`config.mk`:
```
export PLATFORM = sky130hd
export DESIGN_NAME = biss_crc_check_flat
export DESIGN_NICKNAME = d
export VERILOG_FILES = /design/src/rtl/biss_crc_if.sv /design/src/rtl/biss_crc_check.sv /design/src/flat_wrapper.sv
export SDC_FILE = /design/constraint.sdc
export NUM_CORES = 1
export LEC_CHECK = 0
export BUFFER_PORTS_ARGS = -buffer_cell sky130_fd_sc_hd__buf_2
export CAP_MARGIN = 40
export CORE_UTILIZATION = 49
export DETAILED_ROUTE_END_ITERATION = 10
export PLACE_DENSITY = 0.7
export SLEW_MARGIN = 20
export SYNTH_ARGS = -nofsm -noshare
export SYNTH_HDL_FRONTEND = slang
export SYNTH_SLANG_ARGS = --single-unit
```
`constraint.sdc`:
```
create_clock -name clk -period 5.7 [get_ports clk]
set_clock_uncertainty 0.05 [all_clocks]
set_input_delay 0.285 -clock clk [delete_from_list [all_inputs] [get_ports clk]]
set_output_delay 0.285 -clock clk [all_outputs]
set_load 0.02 [all_outputs]
```
`src/rtl/biss_crc_if.sv`:
```
// Receiver-side bundle between the BiSS-C frame receiver and the CRC checker.
// The receiver drives the frame fields; the checker returns results and status.
interface biss_crc_if;
   logic        crc_en;
   logic [25:0] data_in;
   logic [1:0]  err_in;
   logic [5:0]  crc_in;
   logic [25:0] angle_out;
   logic [1:0]  err_out;
   logic        angle_valid;
   logic        crc_fail;
   logic [15:0] fail_cnt;
   logic        alarm;
   logic        stale;
   logic        busy;
   logic        overrun;

   modport master (
      output crc_en, data_in, err_in, crc_in,
      input  angle_out, err_out, angle_valid, crc_fail, fail_cnt,
             alarm, stale, busy, overrun
   );

   modport slave (
      input  crc_en, data_in, err_in, crc_in,
      output angle_out, err_out, angle_valid, crc_fail, fail_cnt,
             alarm, stale, busy, overrun
   );
endinterface

```
`src/rtl/biss_crc_check.sv`:
```
// BiSS-C CRC-6 (x^6+x+1) checker: serially recomputes the CRC over angle+status,
// publishes CRC-clean angles and tracks failure, alarm and staleness status.
module biss_crc_check #(
   parameter int unsigned FAIL_LIMIT = 3,
   parameter logic [31:0] TIMEOUT    = 32'd200000
) (
   input logic      clk,
   input logic      rst,
   biss_crc_if.slave bus
);

   typedef enum logic [1:0] {IDLE, CALC, CHECK} state_t;

   localparam logic [7:0] LIMIT8 = 8'(FAIL_LIMIT);

   state_t      state;
   state_t      state_nxt;
   logic        crc_en_d;
   logic        start;
   logic [27:0] sh;
   logic [5:0]  crc_ref;
   logic [5:0]  crc;
   logic [4:0]  bitcnt;
   logic        fb;
   logic        ok;
   logic [7:0]  cons_cnt;
   logic [31:0] tmo_cnt;

   function automatic logic [15:0] sat_inc16(input logic [15:0] v);
      return (v == 16'hFFFF) ? v : v + 16'd1;
   endfunction

   function automatic logic [7:0] sat_inc8(input logic [7:0] v);
      return (v == 8'hFF) ? v : v + 8'd1;
   endfunction

   assign start = bus.crc_en & ~crc_en_d;
   assign fb    = crc[5] ^ sh[bitcnt];
   assign ok    = (crc == crc_ref);

   always_ff @(posedge clk) begin
      if (rst) state <= IDLE;
      else     state <= state_nxt;
   end

   always_comb begin
      state_nxt = state;
      case (state)
         IDLE:    if (start) state_nxt = CALC;
         CALC:    if (bitcnt == 5'd0) state_nxt = CHECK;
         CHECK:   state_nxt = IDLE;
         default: state_nxt = IDLE;
      endcase
   end

   // Frame capture and serial CRC, MSB first over {angle, nError, nWarn}
   always_ff @(posedge clk) begin
      case (state)
         IDLE: begin
            if (start) begin
               sh      <= {bus.data_in, bus.err_in};
               crc_ref <= bus.crc_in;
               crc     <= 6'h00;
               bitcnt  <= 5'd27;
            end
         end
         CALC: begin
            crc <= {crc[4:0], 1'b0} ^ (fb ? 6'h03 : 6'h00);
            if (bitcnt != 5'd0) bitcnt <= bitcnt - 5'd1;
         end
         default: ;
      endcase
   end

   always_ff @(posedge clk) begin
      if (rst) begin
         crc_en_d        <= 1'b0;
         bus.busy        <= 1'b0;
         bus.angle_valid <= 1'b0;
         bus.crc_fail    <= 1'b0;
         bus.overrun     <= 1'b0;
         bus.angle_out   <= 26'd0;
         bus.err_out     <= 2'b11;
         bus.fail_cnt    <= 16'd0;
         bus.alarm       <= 1'b0;
         bus.stale       <= 1'b0;
         cons_cnt        <= 8'd0;
         tmo_cnt         <= 32'd0;
      end else begin
         crc_en_d        <= bus.crc_en;
         bus.angle_valid <= 1'b0;
         bus.crc_fail    <= 1'b0;
         bus.overrun     <= start && (state != IDLE);

         if (state == IDLE && start)  bus.busy <= 1'b1;
         else if (state == CHECK)     bus.busy <= 1'b0;

         if (state == CHECK) begin
            if (ok) begin
               bus.angle_out   <= sh[27:2];
               bus.err_out     <= sh[1:0];
               bus.angle_valid <= 1'b1;
               cons_cnt        <= 8'd0;
               bus.alarm       <= 1'b0;
            end else begin
               bus.crc_fail <= 1'b1;
               bus.fail_cnt <= sat_inc16(bus.fail_cnt);
               cons_cnt     <= sat_inc8(cons_cnt);
               bus.alarm    <= (sat_inc8(cons_cnt) >= LIMIT8);
            end
         end

         // A good result outranks timeout saturation in the same cycle
         if (state == CHECK && ok) begin
            tmo_cnt   <= 32'd0;
            bus.stale <= 1'b0;
         end else if (tmo_cnt != TIMEOUT) begin
            tmo_cnt   <= tmo_cnt + 32'd1;
            bus.stale <= (tmo_cnt + 32'd1 == TIMEOUT);
         end
      end
   end

endmodule
```
`src/flat_wrapper.sv`:
```
// flat-port wrapper written by rule: the top's interface ports become plain ports
module biss_crc_check_flat 
#(
   parameter int unsigned FAIL_LIMIT = 3,
   parameter logic [31:0] TIMEOUT    = 32'd200000
)
  (clk, rst, bus_crc_en, bus_data_in, bus_err_in, bus_crc_in, bus_angle_out, bus_err_out, bus_angle_valid, bus_crc_fail, bus_fail_cnt, bus_alarm, bus_stale, bus_busy, bus_overrun);
  biss_crc_if bus_i ();
  input logic clk;
  input logic rst;
  input wire logic [$bits(bus_i.crc_en)-1:0] bus_crc_en;
  input wire logic [$bits(bus_i.data_in)-1:0] bus_data_in;
  input wire logic [$bits(bus_i.err_in)-1:0] bus_err_in;
  input wire logic [$bits(bus_i.crc_in)-1:0] bus_crc_in;
  output wire logic [$bits(bus_i.angle_out)-1:0] bus_angle_out;
  output wire logic [$bits(bus_i.err_out)-1:0] bus_err_out;
  output wire logic [$bits(bus_i.angle_valid)-1:0] bus_angle_valid;
  output wire logic [$bits(bus_i.crc_fail)-1:0] bus_crc_fail;
  output wire logic [$bits(bus_i.fail_cnt)-1:0] bus_fail_cnt;
  output wire logic [$bits(bus_i.alarm)-1:0] bus_alarm;
  output wire logic [$bits(bus_i.stale)-1:0] bus_stale;
  output wire logic [$bits(bus_i.busy)-1:0] bus_busy;
  output wire logic [$bits(bus_i.overrun)-1:0] bus_overrun;
  assign bus_i.crc_en = bus_crc_en;
  assign bus_i.data_in = bus_data_in;
  assign bus_i.err_in = bus_err_in;
  assign bus_i.crc_in = bus_crc_in;
  assign bus_angle_out = bus_i.angle_out;
  assign bus_err_out = bus_i.err_out;
  assign bus_angle_valid = bus_i.angle_valid;
  assign bus_crc_fail = bus_i.crc_fail;
  assign bus_fail_cnt = bus_i.fail_cnt;
  assign bus_alarm = bus_i.alarm;
  assign bus_stale = bus_i.stale;
  assign bus_busy = bus_i.busy;
  assign bus_overrun = bus_i.overrun;
  biss_crc_check #(.FAIL_LIMIT(FAIL_LIMIT), .TIMEOUT(TIMEOUT)) u_core (.clk(clk), .rst(rst), .bus(bus_i));
endmodule
```
; After elaboration in Yosys (flattened, before gate mapping)
; Index checks and enable logic that the tools add are counted.
[totals]
reg_bits = 138
in_bits = 37
out_inout_bits = 50
word_cells = 75
[op_classes]
addsub = 4
magnitude_cmp = 2
eq_ne = 10
n_mux = 18
bitwise_logic = 7
n_reduce_logical = 17
[ops]
columns = op, count
row1 = $add A32 B1 Y32 const B, 1
row2 = $eq A32 B18 Y1 const B, 1
row3 = $ne A32 B18 Y1 const B, 1
row4 = $add A16 B1 Y16 const B, 1
row5 = $eq A16 B16 Y1 const B, 1
row6 = $mux W8, 2
row7 = $pmux W6 S2, 1
row8 = $mux W5, 2
row9 = $pmux W5 S2, 1
row10 = $add A8 B1 Y8 const B, 1
row11 = $eq A8 B8 Y1 const B, 1
row12 = $ge A8 B2 Y1 const B, 1
row13 = $reduce_and A2 Y1, 4
row14 = $eq A6 B6 Y1, 1
row15 = $lt A5 B6 Y1 const B, 1
row16 = $mux W1, 6
row17 = $mux W2, 3
row18 = $mux W6, 1
row19 = $ne A2 B1 Y1 const B, 3
row20 = $reduce_and A3 Y1, 2
row21 = $reduce_bool A2 Y1, 3
row22 = $xor A6 B6 Y6, 1
row23 = $bmux W1 S5, 1
row24 = $logic_not A5 Y1, 1
row25 = other kinds (11), 17

; Longest topological paths before layout
; Gate-level depths: netlist (run 1).
[depth]
depth_word = 6
mapped_depth = 10
ltp_nobuf = 8

; Least setup slack after synthesis (run 1)
; OpenSTA, ideal clock, no wires.
[synth_path]
kind = flip-flop to flip-flop
from = register u_core.crc_en_d
to = register u_core.crc[0] (enable)
setup_time_ns = 0.324
arrival_time_ns = 3.304
t_required_ns = 5.326
setup_slack_ns = 2.022
path_stages_with_launch = 4
path_buffers = 0
period_less_slack_ns = 3.678
cell_sequence = dfxtp_1 nand2b_1 nor3_1 nand2b_1
[synth_between]
elab_chain_len = 4
[synth_rtl]
columns = element, line
row1 = from (decl), biss_crc_check.sv:18  ; logic crc_en_d;
row2 = from (signal assigned), biss_crc_check.sv:90  ; crc_en_d <= bus.crc_en;
row3 = $not A1 Y1, biss_crc_check.sv:37  ; assign start = bus.crc_en & ~crc_en_d;
row4 = $and A1 B1 Y1, biss_crc_check.sv:37
row5 = $ne A2 B1 Y1 (no source line), n/a
row6 = $reduce_and A2 Y1 (no source line), n/a
row7 = to (signal assigned), biss_crc_check.sv:68  ; crc <= {crc[4:0], 1'b0} ^ (fb ? 6'h03 : 6'h00);
row8 = to (decl), biss_crc_check.sv:22  ; logic [5:0] crc;
; Every way passes these cells.
; A chain may end at the register's enable or synchronous reset.

; Worst setup path after layout (run 1)
[layout_path]
from = register u_core.tmo_cnt[0]
to = register u_core.bus.stale
[layout_between]
elab_chain_len = 2
elab_cells_between_ends = 3
classes_between = add/sub: 1 / eq/ne: 2
[layout_rtl]
columns = element, line
row1 = from (decl), biss_crc_check.sv:27  ; logic [31:0] tmo_cnt;
row2 = from (signal assigned), biss_crc_check.sv:118  ; tmo_cnt <= tmo_cnt + 32'd1;
row3 = $add A32 B1 Y32, biss_crc_check.sv:119  ; bus.stale <= (tmo_cnt + 32'd1 == TIMEOUT);
row4 = $eq A32 B18 Y1, biss_crc_check.sv:119
row5 = to (signal assigned), biss_crc_check.sv:119
row6 = to (decl), biss_crc_if.sv:27  ; alarm, stale, busy, overrun
; Parallel ways exist; a longest one is shown, timed or not.

==> results of run 1 <==
registers in the layout (all words and copies together), names as in the netlist:
signal                  count
u_core.state                2
u_core.tmo_cnt             32
u_core.bus.overrun          1
u_core.cons_cnt             8
u_core.crc                  6
u_core.sh                  28
u_core.bus.angle_valid      1
u_core.bitcnt               5
u_core.crc_ref              6
u_core.bus.busy             1
u_core.bus.crc_fail         1
u_core.bus.stale            1
u_core.bus.angle_out       26
u_core.bus.fail_cnt        16
u_core.bus.alarm            1
u_core.bus.err_out          2
u_core.crc_en_d             1
layout by cell type, fill, tap and decap left out, types with 5 or more instances in the layout:
master / instances
nor4_1: 5
inv_1: 7
a21oi_1: 46
clkbuf_16: 17
and2_1: 6
nor3_1: 24
a31oi_1: 5
edfxtp_1: 45
dfxtp_1: 93
nor2_1: 72
o21ai_0: 13
buf_2: 86
nand3b_1: 6
nand2b_1: 11
ha_1: 7
nand2_1: 91
nand3_1: 26
nand4_1: 20
and3_1: 13
dlygate4sd3_1: 31
mux4_2: 8
xnor2_1: 31
xor2_1: 27
or3_1: 5
final cells by class:
type / instances / area [µm²]
fillers: 1030 / 4520
inverters: 7 / 26.3
clock buffers: 20 / 447
well taps: 168 / 210
flip-flops and latches: 138 / 3210
multi-input cells: 461 / 2780
repair buffers: 123 / 791
clock inverters: 12 / 125
power groups by stage:
stage | clock network [µW] | registers, µW | logic [µW]
2_1_floorplan | 0 | 1080 | 62.8
3_3_place_gp | 0 | 1090 | 86.7
3_5_place_dp | 0 | 1090 | 88.6
4_1_cts | 1070 | 1070 | 105
5_1_grt | 1110 | 1070 | 116
6_report | 1060 | 1070 | 105
cell families (layout without fill, tap and decap cells):
group                      count (synthesis)  in the layout  share of synthesized area (%)
and+or+nand+nor                          305            305                           24.4
DFF                                      138            138                           52.2
buffers and inverters                     44            162                           2.81
AOI/OAI and AO/OA                         79             79                           7.34
muxes                                     12             12                           3.58
xor gates and xnor gates                  58             58                           8.26
adders and majority gates                  7              7                           1.42
what timing repair did:
item,CTS,global route
hold buffers,31,0
endpoints found under the setup margin,0,0
endpoints found under the hold margin,31,0
setup buffers,0,0
worst max path at each step:
stage,endpoint,startpoint,cells after the start
final,u_core.bus.stale,u_core.tmo_cnt[0],8
after floorplan,u_core.crc[0],u_core.crc_en_d,3
after global placement,u_core.bus.stale,u_core.tmo_cnt[0],8
after global routing,u_core.bus.stale,u_core.tmo_cnt[0],8
after CTS,u_core.bus.stale,u_core.tmo_cnt[5],7
after detailed placement,u_core.bus.stale,u_core.tmo_cnt[0],8
synthesized netlist by cell type, drive strengths merged:
cell / count / area (µm²)
o31ai: 1 / 7.51
nor2: 73 / 277
o41ai: 2 / 25.0
nand4: 22 / 150
a21o: 1 / 7.51
a22o: 2 / 17.5
a31oi: 5 / 31.3
nand2b: 11 / 68.8
o211ai: 1 / 7.51
edfxtp: 45 / 1350
and4: 3 / 26.3
or3: 5 / 31.3
a22oi: 1 / 7.51
nor4: 7 / 58.8
buf: 8 / 37.5
nand2: 92 / 348
mux4: 8 / 180
nor2b: 4 / 25.0
nor3: 27 / 145
and2: 6 / 37.5
a21oi: 46 / 230
xnor2: 31 / 272
or4: 4 / 30.0
xor2: 27 / 236
inv: 7 / 26.3
a211o: 1 / 8.76
and3: 13 / 81.3
ha: 7 / 87.6
or2: 2 / 12.5
dfxtp: 93 / 1860
o31a: 1 / 8.76
nand3b: 6 / 45.0
nand3: 26 / 130
nor4b: 3 / 26.3
clkbuf: 29 / 109
a211oi: 1 / 7.51
a32oi: 1 / 8.76
mux2i: 4 / 40.0
nor3b: 1 / 7.51
o21ai: 13 / 65.1
o22ai: 3 / 18.8
per-layer routing:
metal  global-route usage (%)  part of all wire (%)
met3                     7.25                   7.0
met5                        0                     0
met2                     37.9                    49
met4                     9.00                   1.4
met1                     28.3                    43
stage by stage:
stage	hold WS, ps	utilization (%)	total power [µW]
global placement	390	55.2	1170
detailed placement	394	55.4	1180
finish	21.4	62.7	2230
floorplan	334	-	1140
global route	0.0904	62.7	2300
CTS	1.43	62.6	2240
==> qor.txt, run 1 <==
R2r worst-path depth - 8
Skew-Pair Late Insertion Delay - 420 ps
Critical R2R Capture - u_core.bus.stale
Fin. max-slew vios - 0
Sw frac - 21.4%
Crit end category - flip-flop
CTS Sinks - 138
Gr ovfl total - 0
Crit path buf inv count - 0
Worst Path Required - 5980 ps
Setup repair after global routing missed its margin - no
F_max - 291 MHz
Post-cts sizing count - 0
Top cell family by delay on the critical path - simple AND/OR/NAND/NOR gates
Critical-path cell with the highest stage delay - nor4_4
Clk buf depth - 2
Dpl cells - 865
Worst slew pin tran - 732 ps
DRT iter0 DRCs - 291
Comb power frac - 4.7%
Power per cell area - 294 nW/µm²
Maximum VDD drop - 0.281 mV
Critical path class - flip-flop to flip-flop
Vias in the first global route - 4908
Routed WL per cell - 14.8 µm
GRT Overall Usage - 23.0%
Warnings, synthesis - 0
FP Rows - 40
Initial antenna violation count - 0
Max Cap Viol - 0
Cell count after synthesis - 643
Critical Path Max Stage Delay - 630 ps
Detail Route Antenna Nets - 0
Drt drc - 0
Hold wc startpoint - bus_crc_in[3]
Placement Setup Slack - 2340 ps
Placed Area - 6700 µm²
Worst-path cell chain - ha_1 > nand3_1 > nor4_4 > nand2_2 > xor2_1 > or3_1 > or4_1 > o41ai_2
Via Count - 4992
Slack of the critical path - 2270 ps
Synth-to-Final Area Change - 23.4%
Int Power - 1750 µW
Sequential area share after synthesis - 52.2%
CTS Buf Count - 17
TritonRoute pass-1 iters - 5
Distinct cells, synth - 48
Setup TNS - 0 ps
CP max FO - 11
Final wirelength - 13800 µm
Worst hold endpoint - u_core.crc_ref[3]
Initial Util - 50.8%
GPL Wtd Cong - 0.917
Setup violations, final - 0
Chip width - 114 µm
Clk root buf - clkbuf_16
#FFs+latches synth - 138
Worst reg2reg path startpoint - u_core.tmo_cnt[0]
Final non-filler cell total - 929
Mapped Area - 6150 µm²
# port buffers - 86
Sequential Power Share - 47.9%
Critical Path Source Type - flip-flop
First-pass GRT wire length - 23200 µm
Outcome - completed
Core area - 12100 µm²
H-tree Lvls - 4
Ant. Diodes - 0
DIE AREA - 13000 µm²
CTS clk-pin slew, worst paths - 60 ps
Largest net degree at the start of global routing - 63
Final instance area - 7590 µm²
Layout cells sized above 1 - 18.4%
# IOs - 87
Die height - 114 µm
Post-layout nets - 792
Net Sw Power - 477 µW
Final Critical Period - 3430 ps
Worst rel slew slack - 51.1%
Number of vias per cell - 5.37
Hold Path Cell Cnt - 1
Fin. Hold Viols - 0
Syn nets - 687
Worst Path Arrival - 3710 ps
CTS tree - done
Period Utilization, post-route - 60.2%
Leak - 0.00286 µW
Tightest Hold Check Type - input port to flip-flop
Dpl hpwl - 8790 µm
Clk pwr share - 47.4%
Syn_area_per_cell - 9.57 µm²
Flop2flop setup slack - 2270 ps
(Power assumes the default switching activity.)
==> run 2: changes to the inputs <==
Settings changed: PLACE_DENSITY 0.7 to 0.73.
Clock period 5.7 ns to 3.1 ns, I/O delays scaled along.
==> run 2 against run 1 <==
  * Via count is 0.74% higher
  * Design area rose by 2.6%
  * Core utilization is 1.6 points higher
  * Critical path depth stayed put
  * Sequential power grew 83%
  * Global-route usage down 0.25 points
  * Register-to-register slack got worse by 2100 ps
  * Die area did not move
  * Non-clock buffer count is 13 higher
  * Critical endpoint unchanged
  * Largest cell class unchanged
==> qor.txt, run 2 (synthesis gave the netlist of run 1 again) <==
Largest register by flop count - u_core.tmo_cnt
Detail Route Antenna Nets - 0
Worst Path Arrival - 3150 ps
Clk buf depth - 2
Top Registers - u_core.tmo_cnt: 32 flops, u_core.sh: 28 flops, u_core.bus.angle_out: 26 flops
Crit end category - flip-flop
Via Count - 5029
Outcome - completed
Worst reg2reg path startpoint - u_core.tmo_cnt[0]
TritonRoute pass-1 iters - 6
H-tree Lvls - 4
Worst Path Required - 3370 ps
# IOs - 87
CTS clk-pin slew, worst paths - 60 ps
Largest net degree at the start of global routing - 40
Critical R2R Capture - u_core.bus.stale
Clk root buf - clkbuf_16
Leak - 0.00296 µW
Area of the multi-input gates - 2790 µm²
Setup violations, final - 0
Synth-to-Final Area Change - 26.5%
CTS Buf Count - 17
Routed WL per cell - 14.6 µm
Initial Util - 50.8%
Vias in the first global route - 4893
Skew-Pair Late Insertion Delay - 420 ps
Initial antenna violation count - 0
Maximum VDD drop - 0.561 mV
Reg area - 3210 µm²
Power per cell area - 568 nW/µm²
Critical Path Source Type - flip-flop
# port buffers - 86
Setup repair after global routing missed its margin - no
Crit path from - u_core.tmo_cnt[0]
GPL Wtd Cong - 0.903
Max Cap Viol - 0
Gr ovfl total - 0
Core area - 12100 µm²
Flop2flop setup slack - 220 ps
Dpl hpwl - 9140 µm
Fin. Hold Viols - 0
Die height - 114 µm
Number of flip-flops in the largest register - 32
Period Utilization, post-route - 93.0%
Post-cts sizing count - 0
Post-layout nets - 805
Ant. Diodes - 0
DIE AREA - 13000 µm²
CTS tree - done
Number of vias per cell - 5.34
Commonest non-fill, non-tap cell in the layout - dfxtp_1
F_max - 347 MHz
Worst slew pin tran - 703 ps
Drt drc - 0
Fill count - 978
Tightest Hold Check Type - input port to flip-flop
Most frequent cells in the layout - dfxtp_1 (93), nand2_1 (91), buf_2 (86)
Critical path class - flip-flop to flip-flop
Layout cells sized above 1 - 19.3%
FP Rows - 40
GRT Overall Usage - 22.8%
CTS Sinks - 138
R2r worst-path depth - 8
Post-CTS Setup Repair Bufs - 0
DRT iter0 DRCs - 308
CP max FO - 10
Fin util - 64.3%
Fin. max-slew vios - 0
First-pass GRT wire length - 23000 µm
Chip width - 114 µm
Final Power - 4420 µW
Crit path capture - u_core.bus.stale
Final wirelength - 13800 µm
Setup TNS - 0 ps
Worst rel slew slack - 53.1%
Final Critical Period - 2880 ps
## run 2: changes by cell type in the layout (fill, tap and decap cells not counted), sizes merged
cell and delta:
buf +10, bufinv +4, dlygate4sd3 +4, clkinv -2, clkinvlp -2, clkbuf -1
## run 2: repair_timing
| action | CTS | global route |
|---|---|---|
| hold buffers | 35 | 0 |
| endpoints found under the setup margin | 0 | 1 |
| endpoints found under the hold margin | 35 | 0 |
## run 2: per-layer routing
layer,part of all wire [%],wire length [µm],global-route usage (%),vias to the layer above
li1,-,-,-,2497
met1,44,6080,28.2,2355
met2,49,6700,37.2,152
met3,5.1,703,6.03,25
met4,2.3,314,10.8,0
met5,0,0,0,-
## run 2: critical path, stage by stage (launching register included)
cell and delay, ps:
dfxtp_1 470, ha_1 220, nand3_1 150, buf_4 220
nor3_2 310, a31oi_1 120, or3_1 390, or4_1 500
o41ai_2 350
## run 2: per-stage QoR
step | hold slack (ps) | std cells | area, µm² | setup slack [ps]
2_1_floorplan | 204 | 643 | 6160 | 302
3_3_place_gp | 283 | 875 | 6780 | 249
3_5_place_dp | 283 | 875 | 6780 | 149
4_1_cts | 215 | 942 | 7790 | 131
5_1_grt | 243 | 942 | 7790 | 59.1
6_report | 225 | 942 | 7790 | 216
## run 2: worst min-delay path by stage
stage,startpoint,end,slack (ps),depth (start not counted)
floorplan,bus_crc_in[0],u_core.crc_ref[0],200,0
global placement,bus_data_in[20],u_core.sh[22],280,1
detailed placement,bus_data_in[16],u_core.sh[18],280,1
CTS,rst,u_core.cons_cnt[6],220,2
global route,rst,u_core.cons_cnt[3],240,2
finish,rst,u_core.bus.angle_valid,230,2
## run 2: where the power goes
part / internal (µW) / total [µW] / switching (µW)
logic: 107 / 207 / 100
registers: 1920 / 1960 / 35.6
clock network: 1510 / 2250 / 747
## run 2: layout make-up
type | count | share of cell area [%]
sequential | 138 | 41.3
timing repair buffer | 136 | 11.5
inverter | 7 | 0.337
multi-input combinational | 461 | 35.8
tap | 168 | 2.70
clock inverter | 12 | 2.84
clock buffer | 20 | 5.61
